<file path="src/rtl/freq_meter_if.sv">
// Measurement port bundle: stimulus and control toward the meter, result back.
// Handshake: valid is a one-cycle strobe with no ready; count/overflow are stable until the next valid.
interface freq_meter_if #(
    parameter int CNT_W = 8
);
    logic             sig_in;
    logic             start;
    logic             cont;
    logic             busy;
    logic [CNT_W-1:0] count;
    logic             valid;
    logic             overflow;
    logic             fsm_state;

    modport master (
        output sig_in, start, cont,
        input  busy, count, valid, overflow, fsm_state
    );

    modport slave (
        input  sig_in, start, cont,
        output busy, count, valid, overflow, fsm_state
    );
endinterface

</file>
<file path="src/rtl/freq_meter.sv">
// Gated edge counter: counts synchronised rising edges of sig_in over GATE_CYCLES clk cycles.
// Result is registered and announced with a one-cycle valid strobe; fsm_state mirrors the FSM.
module freq_meter #(
    parameter int GATE_CYCLES = 100,
    parameter int CNT_W       = 8,
    parameter int SYNC_STAGES = 2
) (
    input  logic          clk,
    input  logic          rst_n,
    freq_meter_if.slave   bus
);
    localparam int GW = (GATE_CYCLES > 2) ? $clog2(GATE_CYCLES) : 1;

    typedef enum logic {IDLE = 1'b0, GATE = 1'b1} state_t;

    state_t                 state_q, state_d;
    logic [SYNC_STAGES-1:0] sync_q;
    logic                   prev_q;
    logic [GW-1:0]          gate_q;
    logic [CNT_W-1:0]       edge_q, edge_nx;
    logic                   ovf_q, ovf_nx;
    logic [CNT_W-1:0]       count_q;
    logic                   overflow_q;
    logic                   valid_q;
    logic                   rise;
    logic                   sat;
    logic                   last;
    logic                   open;

    assign rise = sync_q[SYNC_STAGES-1] & ~prev_q;
    assign sat  = (edge_q == {CNT_W{1'b1}});

    always_comb begin
        state_d = state_q;
        open    = 1'b0;
        last    = 1'b0;
        edge_nx = edge_q;
        ovf_nx  = ovf_q;
        if (rise && !sat) edge_nx = edge_q + CNT_W'(1);
        if (rise && sat)  ovf_nx  = 1'b1;
        case (state_q)
            IDLE: begin
                if (bus.start) begin
                    state_d = GATE;
                    open    = 1'b1;
                end
            end
            GATE: begin
                last = (gate_q == '0);
                if (last && !bus.cont) state_d = IDLE;
            end
            default: state_d = IDLE;
        endcase
    end

    always_ff @(posedge clk or negedge rst_n) begin
        if (!rst_n) begin
            state_q <= IDLE;
            sync_q  <= '0;
            prev_q  <= 1'b0;
        end else begin
            state_q <= state_d;
            sync_q  <= {sync_q[SYNC_STAGES-2:0], bus.sig_in};
            prev_q  <= sync_q[SYNC_STAGES-1];
        end
    end

    // The last gate cycle both latches the result (including its own edge) and
    // reloads the counters, so back-to-back windows lose nothing.
    always_ff @(posedge clk or negedge rst_n) begin
        if (!rst_n) begin
            gate_q     <= '0;
            edge_q     <= '0;
            ovf_q      <= 1'b0;
            count_q    <= '0;
            overflow_q <= 1'b0;
            valid_q    <= 1'b0;
        end else begin
            valid_q <= 1'b0;
            if (open || last) begin
                gate_q <= GW'(GATE_CYCLES - 1);
                edge_q <= '0;
                ovf_q  <= 1'b0;
            end else if (state_q == GATE) begin
                gate_q <= gate_q - GW'(1);
                edge_q <= edge_nx;
                ovf_q  <= ovf_nx;
            end
            if (last) begin
                count_q    <= edge_nx;
                overflow_q <= ovf_nx;
                valid_q    <= 1'b1;
            end
        end
    end

    assign bus.busy      = (state_q == GATE);
    assign bus.count     = count_q;
    assign bus.overflow  = overflow_q;
    assign bus.valid     = valid_q;
    assign bus.fsm_state = state_q;
endmodule
</file>
<file path="src/flat_wrapper.sv">
// flat-port wrapper written by rule: the top's interface ports become plain ports
module freq_meter_flat 
#(
    parameter int GATE_CYCLES = 100,
    parameter int CNT_W       = 8,
    parameter int SYNC_STAGES = 2
)
  (clk, rst_n, bus_sig_in, bus_start, bus_cont, bus_busy, bus_count, bus_valid, bus_overflow, bus_fsm_state);
  freq_meter_if #(.CNT_W(CNT_W)) bus_i ();
  input  logic clk;
  input  logic rst_n;
  input wire logic [$bits(bus_i.sig_in)-1:0] bus_sig_in;
  input wire logic [$bits(bus_i.start)-1:0] bus_start;
  input wire logic [$bits(bus_i.cont)-1:0] bus_cont;
  output wire logic [$bits(bus_i.busy)-1:0] bus_busy;
  output wire logic [$bits(bus_i.count)-1:0] bus_count;
  output wire logic [$bits(bus_i.valid)-1:0] bus_valid;
  output wire logic [$bits(bus_i.overflow)-1:0] bus_overflow;
  output wire logic [$bits(bus_i.fsm_state)-1:0] bus_fsm_state;
  assign bus_i.sig_in = bus_sig_in;
  assign bus_i.start = bus_start;
  assign bus_i.cont = bus_cont;
  assign bus_busy = bus_i.busy;
  assign bus_count = bus_i.count;
  assign bus_valid = bus_i.valid;
  assign bus_overflow = bus_i.overflow;
  assign bus_fsm_state = bus_i.fsm_state;
  freq_meter #(.GATE_CYCLES(GATE_CYCLES), .CNT_W(CNT_W), .SYNC_STAGES(SYNC_STAGES)) u_core (.clk(clk), .rst_n(rst_n), .bus(bus_i));
endmodule
</file>
<file path="config.mk">
export PLATFORM = sky130hd
export DESIGN_NAME = freq_meter_flat
export DESIGN_NICKNAME = d
export VERILOG_FILES = /design/src/rtl/freq_meter_if.sv /design/src/rtl/freq_meter.sv /design/src/flat_wrapper.sv
export SDC_FILE = /design/constraint.sdc
export NUM_CORES = 1
export LEC_CHECK = 0
export ABC_AREA = 1
export CAP_MARGIN = 20
export CORE_MARGIN = 4
export CORE_UTILIZATION = 49
export DETAILED_ROUTE_END_ITERATION = 10
export PLACE_DENSITY = 0.75
export SLEW_MARGIN = 20
export SYNTH_ARGS = -nofsm -noshare
export SYNTH_HDL_FRONTEND = slang
export SYNTH_SLANG_ARGS = --single-unit
</file>
<file path="constraint.sdc">
create_clock -name clk -period 1.4 [get_ports clk]
set_clock_uncertainty 0.15 [all_clocks]
set_input_delay 0.14 -clock clk [delete_from_list [all_inputs] [get_ports clk]]
set_output_delay 0.14 -clock clk [all_outputs]
set_load 0.02 [all_outputs]
</file>
==> impl_metrics.yaml <==
run_status:
  status: "finished, violations left"
  violations: "negative setup slack"
drt:
  firstDrtPassIters: 4
  vias: 1462
  drc: 0
  drt-total-wl_um: 4520
  ant_nets: 0
  routedWlPerCell_um: 16.8
  viasPerCell: 5.43
  drt_iter0_markers: 64
floorplan:
  initial_core_util_pct: 53.5
  die_area_um2: 4070
  core_area_um2: 2850
  row_count: 19
  die_h_um: 63.8
  io_pins: 17
  fp.dieW_um: 63.8
place:
  port_buffers: 16
  dp.cells: 251
  hpwl_um: 2480
  post-place-ws_ns: -0.199
  placed_area_um2: 1890
  place.gp.congestion: 0.855
grt:
  gr-total-overflow: 0
  grt_pass1_vias: 1493
  grt_max_degree: 31
  grt_usage_pct: 22.3
  antenna_found_initial: 0
  grt_first_pass_wirelength_um: 6990
synthesis:
  yosysSeqAreaShare_pct: 49.2
  synth_nets: 191
  yosys.area.top_type: "dfrtp_1"
  syn_area_per_cell_um2: 8.33
  synthDistinctLibCells: 26
  synth-edff-count: 0
  synth_most_common_cell: "nand2_1"
  syn_inst: 183
  ys.warnings.count: 0
  yosys-top-cells-count: "58 x nand2_1, 30 x dfrtp_1, 21 x inv_1, 19 x nand3_1, 8 x nor2_1"
  yosys.area.top_type_share_pct: 49.2
  syn-cell-area_um2: 1530
  synth_area_leaders: "dfrtp_1 49%, nand2_1 14%, nand3_1 6.2%, inv_1 5.2%, ha_1 2.5%"
  ys_ff_latch: 30
  synthArstFlopShare_pct: 100
  synth-main-ff-cell: "dfrtp_1"
pwr:
  leakagePower_nw: 1.18
  ir_worst_vdd_mv: 1.29
  power.switching_mw: 1.78
  power_frac_comb_pct: 51.5
  power.share.clock_pct: 16.7
  powerDensity_nw_per_um2: 1890
  total_power_mw: 4.41
  swShare_pct: 40.4
  sequentialPowerShare_pct: 31.8
  intPower_mw: 2.63
setup_path:
  crit_path_end_kind: "register"
  crit_type: "reg2reg"
  arrival_ns: 1.68
  path_cells: "nor2_2 -> nand2_2 -> nor2_4 -> buf_6 -> nor2_4 -> buf_6 -> nand3_1 -> o21ai_1"
  critPathLaunchType: "register"
  crit_path_top_delay_cell: "dfrtp_1"
  crit_path_max_fanout: 5
  slowest_delay_ns: 0.43
  crit_required_ns: 1.48
job:
  maxCapViolCount: 0
sta:
  fmax_mhz: 627
  finalSetupViolCount: 26
  min_period_over_period_pct: 114
  tns_ns: -3.31
  timing.slew.headroom_pct: 81.7
  rsz0062_at_grt: "yes"
  slew_violations: 0
  period_needed_ns: 1.59
  hold_violations: 0
  finalWorstSetupSlack_ns: -0.195
  worst_pin_slew_ns: 0.274
  hold_ws_ns: 0.0744
clock_network:
  htree_levels: 2
  clk_pin_slew_ns: 0.11
  numCtsBuffers: 5
  cts_buffer_depth: 2
  cts_sinks: 30
  cts-root-buf: "clkbuf_4"
  worstSkewPairLatency_ns: 0.36
  tritoncts: "done"
cells_and_area:
  syn_to_final_growth_pct: 52.9
  layout.cells.non_filler: 269
  antennaDiodeCount: 0
  design_area_um2: 2330
  fin_util_pct: 81.8
  layout-drive-gt1-share_pct: 46.6
  nets: 246
worst_hold_path:
  hold_path_class: "in2reg"
cell families (layout without fill, tap and decap cells):
logic type | Yosys count | count (layout) | synth area share (%)
xor gates and xnor gates | 6 | 6 | 3.45
adders and majority gates | 3 | 3 | 2.46
AOI/OAI and AO/OA | 12 | 12 | 5.09
and+or+nand+nor | 103 | 104 | 31.3
buffers and inverters | 29 | 83 | 8.45
DFF | 30 | 30 | 49.2
power by group through the flow:
| stage | Combinational [mW] | Clock (mW) | Sequential, mW |
|---|---|---|---|
| 6_report | 2.27 | 0.735 | 1.40 |
| 5_1_grt | 2.48 | 0.788 | 1.44 |
| 4_1_cts | 1.98 | 0.731 | 1.37 |
| 3_5_place_dp | 1.68 | 0 | 1.38 |
| 3_3_place_gp | 1.63 | 0 | 1.36 |
| 2_1_floorplan | 0.768 | 0 | 1.51 |
routing by layer:
layer	up-vias	routed length [µm]	GRT usage [%]
met5	-	0	0
met4	0	129	8.09
met3	13	199	5.43
met2	48	2250	38.2
met1	715	1950	27.1
li1	686	-	-
layout by cell type (no fill, tap or decap), types with 2 or more instances in the layout:
master           synthesis  final
nand2_4                  0      6
dlygate4sd2_1            0      9
xor2_1                   4      4
inv_1                   21     17
o21ai_0                  3      2
o21ai_2                  1      2
dfrtp_1                 30     29
o22ai_2                  0      2
nor2_1                   8      4
nand3_2                  1     13
buf_6                    2      9
clkdlybuf4s50_1          0      4
inv_2                    3      5
xnor2_1                  2      2
nor2_4                   3      8
o21ai_1                  4      4
nor2_2                   4      3
buf_4                    1     24
nand3_1                 19      6
nand4_1                  4      4
ha_4                     0      3
nand2_1                 58     40
nand2_2                  4     17
clkbuf_4                 0      5
inv_4                    0      2
area by class of cell:
| cell class | count | area (µm²) |
|---|---|---|
| clock buffers | 6 | 51.3 |
| clock inverters | 1 | 30.0 |
| fillers | 162 | 520 |
| inverters | 25 | 106 |
| multi-input cells | 125 | 897 |
| flip-flops and latches | 30 | 752 |
| well taps | 31 | 38.8 |
| repair buffers | 51 | 457 |
critical path, delay by kind of cell (launching register included):
family / cells / cell delay [ns]
AND/OR/NAND/NOR: 5 / 0.53
flip-flops: 1 / 0.43
buffers and inverters: 2 / 0.26
AO/OA/AOI/OAI: 1 / 0.10
final timing paths:
path	from	endpoint	slack, ns	cells after the start
worst max-delay path	u_core.gate_q[2]	u_core.edge_q[1]	-0.19	8
worst min-delay path	bus_sig_in	u_core.sync_q[0]	0.07	1
min in group asynchronous	rst_n	u_core.gate_q[2]	0.52	3
worst max register to register	u_core.gate_q[2]	u_core.edge_q[1]	-0.19	8
worst min register to register	u_core.sync_q[0]	u_core.sync_q[1]	0.22	0
max in group asynchronous	rst_n	u_core.edge_q[6]	0.40	3
timing repair:
item | CTS | global route
resized for setup | 73 | 23
setup buffers | 5 | 3
pin swaps | 13 | 20
endpoints found under the setup margin | 37 | 28
cloned | 3 | 0
hold endpoints to repair | 9 | 0
hold buffers | 1 | 0
registers in the layout, summed over array words and instances (netlist names):
name / count
u_core.gate_q: 7
u_core.bus.count: 8
u_core.edge_q: 8
u_core.ovf_q: 1
u_core.bus.busy: 1
u_core.sync_q: 2
u_core.prev_q: 1
u_core.bus.valid: 1
u_core.bus.overflow: 1
Power figures use the tool's default switching activity.
==> edit 1, RTL diff (same flow settings) <==
`CNT_W` is set to 8 in 3 places; all go to 6.
--- a/src/rtl/freq_meter_if.sv
+++ b/src/rtl/freq_meter_if.sv
@@ -1,7 +1,7 @@
 // Measurement port bundle: stimulus and control toward the meter, result back.
 // Handshake: valid is a one-cycle strobe with no ready; count/overflow are stable until the next valid.
 interface freq_meter_if #(
-    parameter int CNT_W = 8
+    parameter int CNT_W = 6
 );
     logic             sig_in;
     logic             start;
--- a/src/rtl/freq_meter.sv
+++ b/src/rtl/freq_meter.sv
@@ -2,7 +2,7 @@
 // Result is registered and announced with a one-cycle valid strobe; fsm_state mirrors the FSM.
 module freq_meter #(
     parameter int GATE_CYCLES = 100,
-    parameter int CNT_W       = 8,
+    parameter int CNT_W       = 6,
     parameter int SYNC_STAGES = 2
 ) (
     input  logic          clk,
--- a/src/flat_wrapper.sv
+++ b/src/flat_wrapper.sv
@@ -2,7 +2,7 @@
 module freq_meter_flat 
 #(
     parameter int GATE_CYCLES = 100,
-    parameter int CNT_W       = 8,
+    parameter int CNT_W       = 6,
     parameter int SYNC_STAGES = 2
 )
   (clk, rst_n, bus_sig_in, bus_start, bus_cont, bus_busy, bus_count, bus_valid, bus_overflow, bus_fsm_state);
Ports: changed (resized bus_count); port bits go from 17 to 15. No check against the original RTL was run, so the function may have changed too.
==> edit 1 against the unedited design <==
The flow still finishes with violations (setup timing); area after synthesis shrank 14%; cell area decreased by 20%; sequential cell count shrank 4; setup slack better by 130 ps; via count fell by 19%; first-iteration DRC count down 47%; routed wire length is 27% lower; total power is 20% lower; core utilization down 7.4 points; critical path type unchanged; largest power group unchanged.
==> edit 1: results (changes against the unedited design) <==
INFO  metric status = finished, violations left
INFO  metric failed_checks = setup timing
INFO  metric finalSetupViolCount = 17 (-35%)
INFO  metric grt_max_degree = 27 (-13%)
INFO  metric routed_via_density = 5.34 (-1.8%)
INFO  metric globalRouteMet2Util = 0.310 (-0.0715)
INFO  metric post_route_cells_drive_above_1_share = 0.333 (-0.133)
INFO  metric groute.usage.overall = 0.194 (-0.0289)
INFO  metric fin_area = 1860 um^2 (-20%)
INFO  metric die-width = 59.6 um (-6.6%)
INFO  metric crit_end = u_core.gate_q[4]$_DFFE_PN0P_
INFO  metric htree_num_levels = 1 (-1)
INFO  metric swShare = 0.417 (+0.0133)
INFO  metric total_placed_instance_area = 1590 um^2 (-16%)
INFO  metric critical-path-top-delay-family = flip-flops
INFO  metric proportion_of_cell_area_occupied_by_multi_input_gates = 0.404 (+0.0191)
INFO  metric final-clk-cell-share = 0.0283 (-0.00661)
INFO  metric vdd_drop_max = 1.34 mV (+3.7%)
INFO  metric post_dr_wirelength_cell = 14.9 um (-11%)
INFO  metric pwr_density = 1890 nW/um^2 (+0.21%)
INFO  metric non_clock_buffer_area_share = 0.144 (-0.0518)
INFO  metric netlist_top_cells_count = 53 x sky130_fd_sc_hd__nand2_1, 26 x sky130_fd_sc_hd__dfrtp_1, 22 x sky130_fd_sc_hd__inv_1
INFO  metric multiInputCombCellCount = 109 (-13%)
INFO  metric drt_iter0_drc = 34 (-47%)
INFO  metric synth_cells = 160 (-13%)
INFO  metric global_routing_met3_resource_utilization = 0.0327 (-0.0216)
INFO  metric grt_pass1_wl = 5030 um (-28%)
INFO  metric setup.worst_path.start = u_core.gate_q[0]$_DFFE_PN0P_
INFO  metric ys_types = 25 (-3.8%)
INFO  metric io_buffers = 14 (-2)
INFO  metric nClkBuffers = 3 (-3)
INFO  metric met2_length = 1610 um (-28%)
INFO  metric slowest_delay = 410 ps (-20 ps)
INFO  metric synth_nets = 168 (-12%)
INFO  metric synth_sequential_area_ratio = 0.499 (+0.00636)
INFO  metric holdWs = 57.0 ps (-17.4 ps)
INFO  metric worst-path-max-fanout = 3 (-2)
INFO  metric dp.cells = 213 (-15%)
INFO  metric finalSetupTns = -575 ps (+2730 ps)
INFO  metric met3WireLength = 173 um (-13%)
INFO  metric synth_compound_area_frac = 0.0441 (-0.00676)
INFO  metric clkTransAtPathRegs = 160 ps (+50 ps)
INFO  metric fin_nets = 201 (-18%)
INFO  metric arrival = 1580 ps (-100 ps)
INFO  metric tightestPinTransition = 339 ps (+64.1 ps)
INFO  metric worst_skew_pair.late_latency = 340 ps (-20 ps)
INFO  metric register_share_of_the_cell_area = 0.351 (+0.0289)
INFO  metric post_synth_main_area_contributors = sky130_fd_sc_hd__dfrtp_1 50%, sky130_fd_sc_hd__nand2_1 15%, sky130_fd_sc_hd__inv_1 6.3%
INFO  metric inverters_excl_clock = 24 (-4.0%)
INFO  metric n_all_buffers = 29 (-43%)
INFO  metric wl_met1 = 1410 um (-28%)
INFO  metric worst_case_setup_margin_in_the_final_layout = -60.9 ps (+134 ps)
INFO  metric comb_power_share = 0.484 (-0.031)
## edit 1: cell types whose count changed after synthesis, sizes merged
| cell | unedited run | this run |
|---|---|---|
| buf | 4 | 2 |
| clkinv | 1 | 0 |
| o21ai | 9 | 7 |
| nand2 | 62 | 57 |
| nand3 | 20 | 15 |
| xnor2 | 2 | 1 |
| dfrtp | 30 | 26 |
| nand3b | 1 | 0 |
| o22ai | 2 | 1 |
| o21a | 0 | 1 |
| nor3 | 1 | 2 |
| nand4 | 4 | 2 |
| xor2 | 4 | 3 |
## edit 1: repair_timing
| item | in CTS | in global routing |
|---|---|---|
| hold endpoints to repair | 0 | 15 |
| hold buffers | 0 | 1 |
| cloned | 0 | 1 |
| pin swaps | 11 | 15 |
| gates resized for setup | 31 | 31 |
| endpoints found under the setup margin | 26 | 24 |
| setup buffers | 2 | 1 |
==> edit 2, RTL diff (same settings) <==
Made on the original files. Make the reset (`rst_n`) synchronous in 2 clocked blocks.
--- a/src/rtl/freq_meter.sv
+++ b/src/rtl/freq_meter.sv
@@ -53,7 +53,7 @@
         endcase
     end
 
-    always_ff @(posedge clk or negedge rst_n) begin
+    always_ff @(posedge clk) begin
         if (!rst_n) begin
             state_q <= IDLE;
             sync_q  <= '0;
@@ -67,7 +67,7 @@
 
     // The last gate cycle both latches the result (including its own edge) and
     // reloads the counters, so back-to-back windows lose nothing.
-    always_ff @(posedge clk or negedge rst_n) begin
+    always_ff @(posedge clk) begin
         if (!rst_n) begin
             gate_q     <= '0;
             edge_q     <= '0;
Check against the original RTL: differs if rst_n is asserted again (counterexample within 4 cycles, from zero or initial values and one cycle with rst_n low); with rst_n held inactive, the same outputs for 10 cycles.
==> edit 2 against the unedited design <==
The run still ends with setup timing left; count of clock-buffer cells in the layout increased by 1; setup slack improved by 85 ps; worst hold slack improved by 100 ps; sequential cell count unchanged; cell area decreased by 3.2%; critical path depth decreased by 2; via count increased by 6.4%; first-iteration DRC count increased by 11%; area after synthesis decreased by 1.3%; routed wire length decreased by 5.9%; critical path type unchanged; highest routed layer unchanged.
Power is not compared: it rests on default switching activity, and its combinational part moved more than twofold at a synthesized area within 25%.
==> edit 2: results (changes against the unedited design) <==
INFO  metric status = finished, violations left
INFO  metric failed_checks = setup timing
INFO  metric synthArstFlopShare = 0 (-1.00)
INFO  metric num_vias = 1,556 (+6.4%)
INFO  metric synth_cells = 210 (+15%)
INFO  metric hold_path_depth = 3 (+2)
INFO  metric critical-path-slowest-cell = sky130_fd_sc_hd__dfxtp_1
INFO  metric hpwl = 2600 um (+5.0%)
INFO  metric netlist_top_cells_count = 56 x sky130_fd_sc_hd__nand2_1, 30 x sky130_fd_sc_hd__dfxtp_1, 27 x sky130_fd_sc_hd__nor2_1
INFO  metric synthXorXnorAreaFrac = 0.0407 (+0.00628)
INFO  metric slowest_delay = 360 ps (-70 ps)
INFO  metric synth_compound_area_frac = 0.0773 (+0.0264)
INFO  metric synth_sequential_area_ratio = 0.399 (-0.0932)
INFO  metric drt_iter0_drc = 71 (+11%)
INFO  metric worst_case_setup_margin_in_the_final_layout = -110 ps (+85.1 ps)
INFO  metric yosys_most_used_dff = sky130_fd_sc_hd__dfxtp_1
INFO  metric rr_worst_depth = 6 (-2)
INFO  metric number_of_gates_given_a_new_drive_strength_after_cts = 56 (-23%)
INFO  metric finalSetupViolCount = 20 (-23%)
INFO  metric worst_skew_pair.late_latency = 340 ps (-20 ps)
INFO  metric post_synth_fa_ha_maj_area_fraction = 0.0249 (+0.000327)
INFO  metric dp.cells = 282 (+12%)
INFO  metric ys_types = 30 (+15%)
INFO  metric holdWs = 175 ps (+101 ps)
INFO  metric tightestPinTransition = 306 ps (+31.1 ps)
INFO  metric groute.usage.overall = 0.209 (-0.0134)
INFO  metric fillerInstances = 181 (+12%)
INFO  metric synth_nets = 218 (+14%)
INFO  metric post_cts.repair.setup_buffers = 2 (-3)
INFO  metric crit_end = u_core.bus.overflow$_SDFFE_PN0P_
-- edit 2: layer usage --
| layer | share of wire | up-vias | routed length (um) | GRT usage |
|---|---|---|---|---|
| li1 | - | 755 | - | - |
| met1 | 0.41 | 744 | 1760 | 0.250 |
| met2 | 0.50 | 34 | 2130 | 0.344 |
| met3 | 0.034 | 23 | 146 | 0.0515 |
| met4 | 0.051 | 0 | 217 | 0.111 |
| met5 | 0 | - | 0 | 0 |
-- edit 2: area by class of cell --
type	instances	area, um^2	area share
multi-input cells	147	1010	0.448
flip-flops and latches	30	611	0.271
clock inverters	1	5.00	0.00222
inverters	27	109	0.0482
well taps	31	38.8	0.0172
clock buffers	7	55.1	0.0244
repair buffers	50	427	0.189
-- edit 2: power by group --
part	switching [W]	internal (W)	total [W]
combinational	0.000293	0.000227	0.000520
sequential	0.0000395	0.000905	0.000944
clock	0.000313	0.000243	0.000556
